<file path="config.mk">
export PLATFORM = sky130hd
export DESIGN_NAME = uart_rx_fifo
export DESIGN_NICKNAME = d
export VERILOG_FILES = /design/src/rtl/uart_rx_fifo.sv
export SDC_FILE = /design/constraint.sdc
export NUM_CORES = 1
export LEC_CHECK = 0
export CORE_ASPECT_RATIO = 1.1
export CORE_MARGIN = 4
export CORE_UTILIZATION = 40
export CTS_BUF_LIST = sky130_fd_sc_hd__clkbuf_8 sky130_fd_sc_hd__clkbuf_16
export DETAILED_ROUTE_END_ITERATION = 12
export DONT_BUFFER_PORTS = 1
export PLACE_DENSITY = 0.52
export REMOVE_ABC_BUFFERS = 1
export SYNTH_ARGS = -nofsm -noshare
export SYNTH_HDL_FRONTEND = slang
export SYNTH_SLANG_ARGS = --single-unit
</file>
<file path="constraint.sdc">
create_clock -name i_Clock -period 5.7 [get_ports i_Clock]
set_clock_uncertainty 0.1 [all_clocks]
set_input_delay 0.57 -clock i_Clock [delete_from_list [all_inputs] [get_ports i_Clock]]
set_output_delay 0.57 -clock i_Clock [all_outputs]
set_load 0.1 [all_outputs]
</file>
<file path="src/rtl/uart_rx_fifo.sv">
// uart_rx_fifo: 8N1 UART receiver feeding a show-ahead FIFO with framing-error pulse and sticky overflow.
module uart_rx_fifo #(
    parameter int CLKS_PER_BIT = 87,
    parameter int FIFO_AW      = 3
) (
    input  logic               i_Clock,
    input  logic               i_Rst_n,
    input  logic               i_Rx_Serial,
    input  logic               i_Rd_En,
    input  logic               i_Clr_Err,
    output logic [7:0]         o_Rd_Byte,
    output logic               o_Rd_Valid,
    output logic [FIFO_AW:0]   o_Fifo_Count,
    output logic               o_Frame_Err,
    output logic               o_Overflow
);
    localparam int CW    = $clog2(CLKS_PER_BIT);
    localparam int DEPTH = 1 << FIFO_AW;
    localparam logic [CW-1:0] LAST = CW'(CLKS_PER_BIT - 1);
    localparam logic [CW-1:0] HALF = CW'((CLKS_PER_BIT - 1) / 2);

    typedef enum logic [2:0] {HUNT, IDLE, START, DATA, STOP} state_t;

    state_t               state_q, state_d;
    logic                 rx_meta_q, rx_sync_q;
    logic [CW-1:0]        cnt_q, cnt_d;
    logic [2:0]           idx_q, idx_d;
    logic [7:0]           shift_q, shift_d;
    logic                 push_q, push_d;
    logic                 ferr_q, ferr_d;
    logic                 ovf_q, ovf_d;
    logic [FIFO_AW-1:0]   wr_ptr_q, rd_ptr_q;
    logic [FIFO_AW:0]     count_q, count_d;
    logic [7:0]           mem_q [DEPTH];
    logic                 pop, full, wr, drop;

    always_comb begin
        state_d = state_q;
        cnt_d   = cnt_q + CW'(1);
        idx_d   = idx_q;
        shift_d = shift_q;
        push_d  = 1'b0;
        ferr_d  = 1'b0;
        case (state_q)
            HUNT: begin
                cnt_d   = '0;
                state_d = rx_sync_q ? IDLE : HUNT;
            end
            IDLE: begin
                cnt_d   = '0;
                state_d = rx_sync_q ? IDLE : START;
            end
            START: if (cnt_q == HALF) begin
                cnt_d   = '0;
                idx_d   = '0;
                state_d = rx_sync_q ? IDLE : DATA;
            end
            DATA: if (cnt_q == LAST) begin
                cnt_d          = '0;
                shift_d[idx_q] = rx_sync_q;
                idx_d          = idx_q + 3'd1;
                state_d        = (idx_q == 3'd7) ? STOP : DATA;
            end
            STOP: if (cnt_q == LAST) begin
                cnt_d   = '0;
                push_d  = rx_sync_q;
                ferr_d  = ~rx_sync_q;
                state_d = rx_sync_q ? IDLE : HUNT;
            end
            default: state_d = HUNT;
        endcase
    end

    // A full FIFO still accepts a push when the head is popped in the same cycle.
    assign pop     = i_Rd_En & o_Rd_Valid;
    assign full    = count_q == (FIFO_AW+1)'(DEPTH);
    assign wr      = push_q & (~full | pop);
    assign drop    = push_q & full & ~pop;
    assign count_d = count_q + (FIFO_AW+1)'(wr) - (FIFO_AW+1)'(pop);
    assign ovf_d   = drop ? 1'b1 : (i_Clr_Err ? 1'b0 : ovf_q);

    always_ff @(posedge i_Clock or negedge i_Rst_n) begin
        if (!i_Rst_n) begin
            state_q   <= HUNT;
            rx_meta_q <= 1'b1;
            rx_sync_q <= 1'b1;
            cnt_q     <= '0;
            idx_q     <= '0;
            shift_q   <= '0;
            push_q    <= 1'b0;
            ferr_q    <= 1'b0;
            ovf_q     <= 1'b0;
            wr_ptr_q  <= '0;
            rd_ptr_q  <= '0;
            count_q   <= '0;
        end else begin
            state_q   <= state_d;
            rx_meta_q <= i_Rx_Serial;
            rx_sync_q <= rx_meta_q;
            cnt_q     <= cnt_d;
            idx_q     <= idx_d;
            shift_q   <= shift_d;
            push_q    <= push_d;
            ferr_q    <= ferr_d;
            ovf_q     <= ovf_d;
            wr_ptr_q  <= wr_ptr_q + FIFO_AW'(wr);
            rd_ptr_q  <= rd_ptr_q + FIFO_AW'(pop);
            count_q   <= count_d;
        end
    end

    always_ff @(posedge i_Clock) begin
        if (wr) mem_q[wr_ptr_q] <= shift_q;
    end

    assign o_Rd_Valid   = count_q != '0;
    assign o_Rd_Byte    = o_Rd_Valid ? mem_q[rd_ptr_q] : 8'h00;
    assign o_Fifo_Count = count_q;
    assign o_Frame_Err  = ferr_q;
    assign o_Overflow   = ovf_q;
endmodule
</file>
Word-level counts from Yosys, hierarchy flattened --
Memory sizes are Yosys's and may differ from the RTL's. Index checks and enable logic that the tools add are counted.
Word-level totals: bits of input ports 5, logic and storage cells 76, RAM bits 64, memories kept 1, flip-flop bits (word level) 36, output and inout port bits 15
Operators by class: bitwise logic cells 8, equal/unequal tests 11, $add $sub $neg 6, $lt $le $gt $ge 2, mux-type cells 26, reduce and logical (&&, ||, !) cells 10
Memory list:
- mem_q | words 8, bits a word 8, read ports 1, clocked after Yosys merged registers in 0, write ports 1, line 34 | logic [7:0] mem_q [DEPTH];
Operators by type and width (number):
- $pmux 7 s3 | 1
- $mux 3 | 6
- $pmux 3 s5 | 1
- $mux 7 | 2
- $mux 1 | 10
- $bwmux 8 | 1
- $mux 8 | 1
- $add 7x1->7 const B | 1
- $eq 7x6->1 const B | 1
- $eq 7x7->1 const B | 1
- $add 3x1->3 | 2
- $eq 3x2->1 const B | 2
- $eq 3x3->1 const B | 2
- $ne 2x2->1 const B | 3
- $pmux 3 s2 | 1
- $reduce_and 3->1 | 2
- $add 4x1->4 | 1
- $and 1x1->1 | 4
- $eq 4x4->1 const B | 1
- $lt 3x4->1 const B | 1
- $mux 2 | 2
- $reduce_bool 2->1 | 2
- $reduce_bool 4->1 | 1
- $reduce_or 2->1 | 2
- 10 further kinds | 12

Depth between registers and ports, before layout --
Gate-level depths: netlist of run 1.
depth in word-level cells 6, mapped depth 11, gate-level depth less buffers 10

Worst setup path after synthesis of run 1 --
No wires, ideal clock.
path kind register to register, start point register count_q[2], in the netlist o_Fifo_Count[2], end point register count_q[1], in the netlist o_Fifo_Count[1], stages on the path, launching flop included 12, buffers on the path 1, arrival time 3399 ps, data required time 5486 ps, setup time 114 ps, period minus slack after synthesis 3613 ps, path slack 2087 ps, path through dfrtp_1 inv_1 ha_1 and2_1 clkbuf_1 inv_1 nand3_1 a21bo_2 ha_1 inv_1 fa_1 inv_1
Between the ends: longest elaborated chain between the ends 6, elaborated cells on any way between the ends 8, classes of those cells add/sub: 2; eq/ne: 1; bitwise: 4; reduce/logical: 1
RTL lines:
- start, declared | line 33 | logic [FIFO_AW:0] count_q, count_d;
- start signal, assigned | line 108 | count_q <= count_d;
- $reduce_bool 4->1 * | line 116 | assign o_Rd_Valid = count_q != '0;
- net o_Rd_Valid | line 12 | output logic o_Rd_Valid,
- $and 1x1->1 * | line 75 | assign pop = i_Rd_En & o_Rd_Valid;
- $or 1x1->1 | line 77 | assign wr = push_q & (~full | pop);
- $and 1x1->1 | line 77
- $add 4x1->4 | line 79 | assign count_d = count_q + (FIFO_AW+1)'(wr) - (FIFO_AW+1)'(pop);
- $sub 4x1->4 * | line 79
- net count_d[1] | line 33
Mark *: on every way through the listed nets, which the timed path passes. The rest lies on a longest branch. A chain may end at the register's enable or synchronous reset.

Worst setup path in the final report of run 1 --
start point register count_q[2], in the netlist o_Fifo_Count[2], end point register count_q[2], in the netlist o_Fifo_Count[2]
The elaborated chain is that of the path after synthesis.

==> results of run 1 <==
state kept, by name, indices dropped and copies added, names as in the netlist, 3 cells and up:
name / count
wr_ptr_q: 3
mem_q: 64
shift_q: 8
cnt_q: 7
state_q: 3
o_Fifo_Count: 4
rd_ptr_q: 3
idx_q: 3
stage by stage:
step / instances / hold WS [ns] / util (%)
final: 416 / 0.130 / 45.9
after global placement: 398 / 0.176 / 42.4
after floorplan: 253 / 0.174 / -
after detailed placement: 398 / 0.176 / 42.4
after CTS: 416 / 0.112 / 45.9
after global routing: 416 / 0.104 / 45.9
power groups by stage:
stage	registers (mW)	logic [mW]	clock network [mW]
after CTS	1.05	0.634	0.683
after global routing	1.06	0.674	0.718
after floorplan	1.05	0.523	0
after global placement	1.06	0.620	0
after detailed placement	1.06	0.625	0
final	1.04	0.623	0.661
metal layers:
| metal | up-vias | track usage (%) | routed length [um] |
|---|---|---|---|
| met5 | - | 0 | 0 |
| met4 | 0 | 5.44 | 65 |
| met3 | 4 | 2.34 | 198 |
| met2 | 22 | 25.0 | 4070 |
| met1 | 1068 | 16.7 | 3190 |
| li1 | 1011 | - | - |
repair_timing:
item                                   in CTS  in global routing
gates resized for setup                     0                  0
endpoints found under the hold margin      36                  0
hold buffers                                2                  0
final timing paths:
| path | startpoint | slack (ns) | depth (start not counted) | endpoint |
|---|---|---|---|---|
| setup / recovery | o_Fifo_Count[2] | 1.78 | 10 | o_Fifo_Count[2] |
| hold / removal | i_Rx_Serial | 0.13 | 0 | rx_meta_q |
| setup reg to reg | o_Fifo_Count[2] | 1.78 | 10 | o_Fifo_Count[2] |
| hold reg to reg | rx_meta_q | 0.26 | 0 | rx_sync_q |
| max in group asynchronous | i_Rst_n | 4.68 | 2 | rx_sync_q |
| min in group asynchronous | i_Rst_n | 0.58 | 2 | shift_q[1] |
layout make-up:
cell class | instances | area share [%]
inverters | 14 | 1.11
clock inverters | 7 | 2.24
clock buffers | 9 | 4.75
multi-input cells | 139 | 27.6
well taps | 143 | 3.77
repair buffers | 4 | 0.950
flip-flops and latches | 100 | 59.6
logic make-up (layout without fill, tap and decap cells):
group	after synthesis	after routing	synth area share [%]
AO/OA/AOI/OAI	18	18	3.03
adder cells (fa/ha/maj)	14	14	4.34
AND/OR/NAND/NOR	66	66	8.53
XOR/XNOR	8	8	1.66
multiplexers	33	33	13.0
buffers and inverters	25	34	2.41
flip-flops	100	100	67.1
cells in the final DEF (no fill, tap or decap), types with 2 or more instances in the layout:
cell,n
nand2b_1,5
xor2_1,5
xnor2_1,3
nand4b_1,3
edfxtp_1,64
clkbuf_16,9
bufinv_16,2
mux4_2,16
nor2_2,8
mux2i_1,8
o21ai_0,4
nand4_1,3
a22o_1,2
nor2_1,10
nand2_1,8
dfrtp_1,34
ha_1,13
inv_1,14
inv_6,2
nor3_1,10
nand3_1,8
clkinv_4,2
dfstp_2,2
mux2_2,8
buf_4,2
a21oi_1,3
worst reg2reg max path, cell delays in order (launching register included):
cell and delay [ns]:
dfrtp_1 0.93, inv_1 0.21, ha_1 0.26, and2_1 0.35, inv_1 0.75, nand3_1 0.24, a21bo_2 0.25, ha_1 0.16
inv_1 0.06, fa_1 0.37, xnor2_1 0.14
==> run summary, run 1 <==
Status - completed
Main flop type after synthesis - edfxtp_1
Slew of the pin with the lowest slew margin - 1.09 ns
Post-synth top cells - 64 x edfxtp_1, 34 x dfrtp_1, 18 x nor2_1
Pleak - 1.78 nW
Mapped cell area - 4210 um^2
DRT Pass-1 Iters - 5
Port bufs - 0
Bufs and invs on worst path - 3
Final net count - 287
VDD IR max - 0.000191 V
Sw Ratio - 40.2%
Die Area - 12200 um^2
Yosys top cell by area - edfxtp_1
Die height - 116 um
Syn Area/Cell - 16.0 um^2
Internal - 1.39 mW
Setup TNS - 0 ns
#FFs+latches synth - 100
WP data arrival - 4.04 ns
Final HPWL DP - 4890 um
CTS clk-pin slew, worst paths - 0.07 ns
Crit. End Element - flip-flop
CTS Buffer Depth - 2
Setup Fix Bufs, Post-CTS - 0
Top-area cell type share of the netlist area - 45.6%
Fill count - 924
Setup crit start kind - flip-flop
Post-synth cell types - 45
CORE AREA - 10300 um^2
Critical-path cell list - inv_1 > ha_1 > and2_1 > inv_1 > nand3_1 > a21bo_2 > ha_1 > inv_1 > fa_1 > xnor2_1
Setup violators final - 0
Maxcap violations - 0
Inserted Clock Buffers - 9
Critical Path Fanout Max - 9
Pwr dens - 490 nW/um^2
CP max stage cell - dfrtp_1
Area occupied by multi-input gates - 1310 um^2
Worst-Skew Late Latency - 0.33 ns
Vias per cell - 5.06
DP Area - 4380 um^2
Total Power Consumption - 2.33 mW
Pre-CTS setup slack - 1.78 ns
Worst rel slew slack - 27.1%
Reg area - 2830 um^2
CP max stage delay - 0.93 ns
Flop pwr share - 44.8%
Number of flops mapped to enable cells by yosys - 64
CP Data Required Time - 5.82 ns
# clock sinks - 100
Clock Power Share - 28.4%
CTS tree - yes
Async SR Flop Fraction - 36.0%
Ports - 20
Hold WC Path Type - primary input to flip-flop
Area contributors post-synth - edfxtp_1 46%, dfrtp_1 20%, mux4_2 8.6%
Initial antenna violation count - 0
Residual DRC - 0
Slew Limit Fails - 0
Row count - 39
Final hold violation count - 0
Die width - 106 um
Antenna Cells - 0
Final period util - 68.8%
Vias in the first global route - 2278
Largest net degree at the start of global routing - 37
Total GRT Usage - 13.9%
Vias - 2105
Design area - 4740 um^2
Fmax - 255 MHz
Placer Congestion - 0.817
Yosys warns - 0
Gr ovfl total - 0
Setup CP Type - flip-flop to flip-flop
Minimum clock period after layout - 3.92 ns
WL final - 7520 um
H-tree level count - 3
DRT iter0 DRCs - 78
Worst setup margin - 1.78 ns
Comb power frac - 26.8%
DR WL/cell - 18.1 um
Initial Utilization - 40.7%
Sw power - 0.934 mW
Cell family with most CP delay - buffers and inverters
Most common cell in the netlist - edfxtp_1
Post-route ant nets - 0
Share of cells above drive strength 1 - 21.6%
Synthesis-to-layout area growth - 12.6%
Synth Instances - 264
First-pass GRT wire length - 12700 um
Root Buffer - clkbuf_16
CP dominant cell by count - inv_1
RSZ-0062 raised after global routing - no
Seq/Total Area, Yosys - 67.1%
(Power assumes the default switching activity.)
==> inputs of run 2 (changes only) <==
- PLACE_DENSITY: 0.52 -> 0.54
- clock period: 5.7 -> 3.3 ns (I/O delays scaled with it)
==> run summary, run 2 (synthesized netlist as in run 1, its figures left out) <==
Grt met1 use - 16.9% (+0.29 points)
Final net count - 309 (+7.7%)
Internal - 2.45 mW (+76%)
DRT Pass-1 Iters - 4 (-1)
Share of cells above drive strength 1 - 26.4% (+4.8 points)
DRT iter0 DRCs - 94 (+21%)
Reg with most FFs - mem_q
Critical Path Source - o_Fifo_Count[2]
# clock sinks - 100 (unchanged)
Post-route ant nets - 0 (unchanged)
Residual DRC - 0 (unchanged)
Crit. End Element - flip-flop
Setup CP Type - flip-flop to flip-flop
First-pass GRT wire length - 12100 um (-4.5%)
Post-Layout Cell Count - 438 (+5.3%)
CTS clk-pin slew, worst paths - 0.07 ns (about the same)
Hold_ws - 0.138 ns (+0.00847 ns)
Critical Path Fanout Max - 9 (unchanged)
Worst setup margin - 0.708 ns (-1.07 ns)
Port bufs - 0 (unchanged)
Total GRT Usage - 13.0% (-0.90 points)
Placer Congestion - 0.773 (-5.3%)
Inserted Clock Buffers - 9 (unchanged)
Slew Limit Fails - 0 (unchanged)
Flop2flop setup slack - 0.71 ns (-1.07 ns)
CTS tree - yes
Hold WC Path Type - primary input to flip-flop
VDD IR max - 0.000334 V (+75%)
Final HPWL DP - 4780 um (-2.1%)
Cells on worst reg2reg path - 10 (unchanged)
CORE AREA - 10300 um^2 (unchanged)
Total Power Consumption - 4.09 mW (+76%)
Root Buffer - clkbuf_16
Placed cells - 418 (+5.0%)
RR Startpoint - o_Fifo_Count[2]
Final hold violation count - 0 (unchanged)
Commonest non-fill, non-tap cell in the layout - edfxtp_1
Ports - 20 (unchanged)
Maxcap violations - 0 (unchanged)
Minimum clock period after layout - 2.59 ns (-1.33 ns)
WL final - 7230 um (-3.8%)
Setup crit start kind - flip-flop
Worst flop-to-flop path endpoint - o_Fifo_Count[1]
Synthesis-to-layout area growth - 16.1%
Reg area - 2830 um^2 (unchanged)
Gr ovfl total - 0 (unchanged)
Pre-CTS setup slack - 0.723 ns (-1.06 ns)
Flop pwr share - 39.1% (-5.7 points)
Biggest regs - mem_q (64), shift_q (8), cnt_q (7)
Antenna Cells - 0 (unchanged)
Slew of the pin with the lowest slew margin - 0.902 ns (-0.190 ns)
Pwr dens - 835 nW/um^2 (+70%)
Initial antenna violation count - 0 (unchanged)
Most Crowded Layer GR - met2
Area occupied by multi-input gates - 1310 um^2 (-0.38%)
Met3 GRT Util - 1.84% (-0.50 points)
Most frequent cells in the layout - 64 x edfxtp_1, 34 x dfrtp_1, 22 x buf_4
Die width - 106 um (unchanged)
Setup violators final - 0 (unchanged)
Row count - 39 (unchanged)
Final period util - 78.5% (+9.7 points)
Vias - 2177 (+3.4%)
Worst rel slew slack - 39.8% (+13 points)
Initial Utilization - 40.7% (unchanged)
Pleak - 1.88 nW (+5.5%)
Post_cts resized - 0 (unchanged)
Die height - 116 um (unchanged)
Met2 usage - 22.1% (-3.0 points)
Sw power - 1.64 mW (+75%)
CTS Buffer Depth - 2 (unchanged)
Vias per cell - 4.97 (-1.8%)
CP Data Required Time - 3.48 ns (-2.34 ns)
Largest register FFs - 64 (unchanged)
RSZ-0062 raised after global routing - no
Die Area - 12200 um^2 (unchanged)
WP data arrival - 2.77 ns (-1.27 ns)
Crit path to - o_Fifo_Count[1]
Worst-Skew Late Latency - 0.33 ns (about the same)
Fill count - 910 (-1.5%)
Clock Power Share - 26.6% (-1.8 points)
H-tree level count - 3 (unchanged)
Sw Ratio - 40.0% (-0.11 points)
Fmax - 386 MHz (+51%)
DR WL/cell - 16.5 um (-8.6%)
Status - completed
Vias in the first global route - 2295 (+0.75%)
Comb power frac - 34.4% (+7.6 points)
Largest net degree at the start of global routing - 37 (unchanged)
-- run 2: worst min path at each step --
stage	from	end	slack, ns	cells after the start
after CTS	i_Rd_En	rd_ptr_q[0]	0.14	3
after detailed placement	i_Rst_n	shift_q[5]	-0.06	0
after global routing	i_Rd_En	rd_ptr_q[0]	0.15	3
after global placement	i_Rst_n	state_q[0]	-0.06	0
after floorplan	i_Rst_n	cnt_q[0]	-0.07	0
final	i_Rd_En	rd_ptr_q[0]	0.14	3
-- run 2: critical path, stage by stage (launching register included) --
cell and delay, ns:
dfrtp_1 0.38, inv_1 0.10, ha_1 0.17, and2_1 0.50
inv_1 0.16, nand3_1 0.16, a21bo_2 0.24, ha_1 0.19
inv_1 0.07, fa_1 0.40, inv_1 0.06
-- run 2: metal layers --
layer | vias to the layer above | share of wire (%) | routed length, um
li1 | 1045 | - | -
met3 | 8 | 1.6 | 115
met4 | 0 | 1.3 | 91
met5 | - | 0 | 0
met1 | 1107 | 46 | 3310
met2 | 17 | 51 | 3710
-- run 2: cell type report --
| cell class | count | share of cell area [%] |
|---|---|---|
| tap | 143 | 3.66 |
| sequential | 100 | 57.8 |
| multi-input combinational | 139 | 26.7 |
| clock inverter | 7 | 1.82 |
| clock buffer | 9 | 4.60 |
| inverter | 14 | 1.07 |
| timing repair buffer | 26 | 4.40 |
-- run 2: per-stage QoR --
stage / setup TNS (ns) / util, % / instance area (um^2)
after global placement: 0 / 43.8 / 4530
after CTS: 0 / 47.3 / 4890
after global routing: 0 / 47.3 / 4890
after detailed placement: 0 / 43.8 / 4530
after floorplan: -0.496 / - / 4160
final: 0 / 47.3 / 4890
-- run 2: power by group through the flow --
stage	sequential [mW]	clock, mW	combinational, mW
6_report	1.60	1.09	1.40
4_1_cts	1.60	1.12	1.43
3_3_place_gp	1.63	0	1.41
2_1_floorplan	1.81	0	0.904
3_5_place_dp	1.63	0	1.41
5_1_grt	1.63	1.17	1.51
-- run 2: timing repair --
action,in CTS,in global routing
endpoints found under the hold margin,38,0
hold buffers,4,0
buffers inserted,0,0
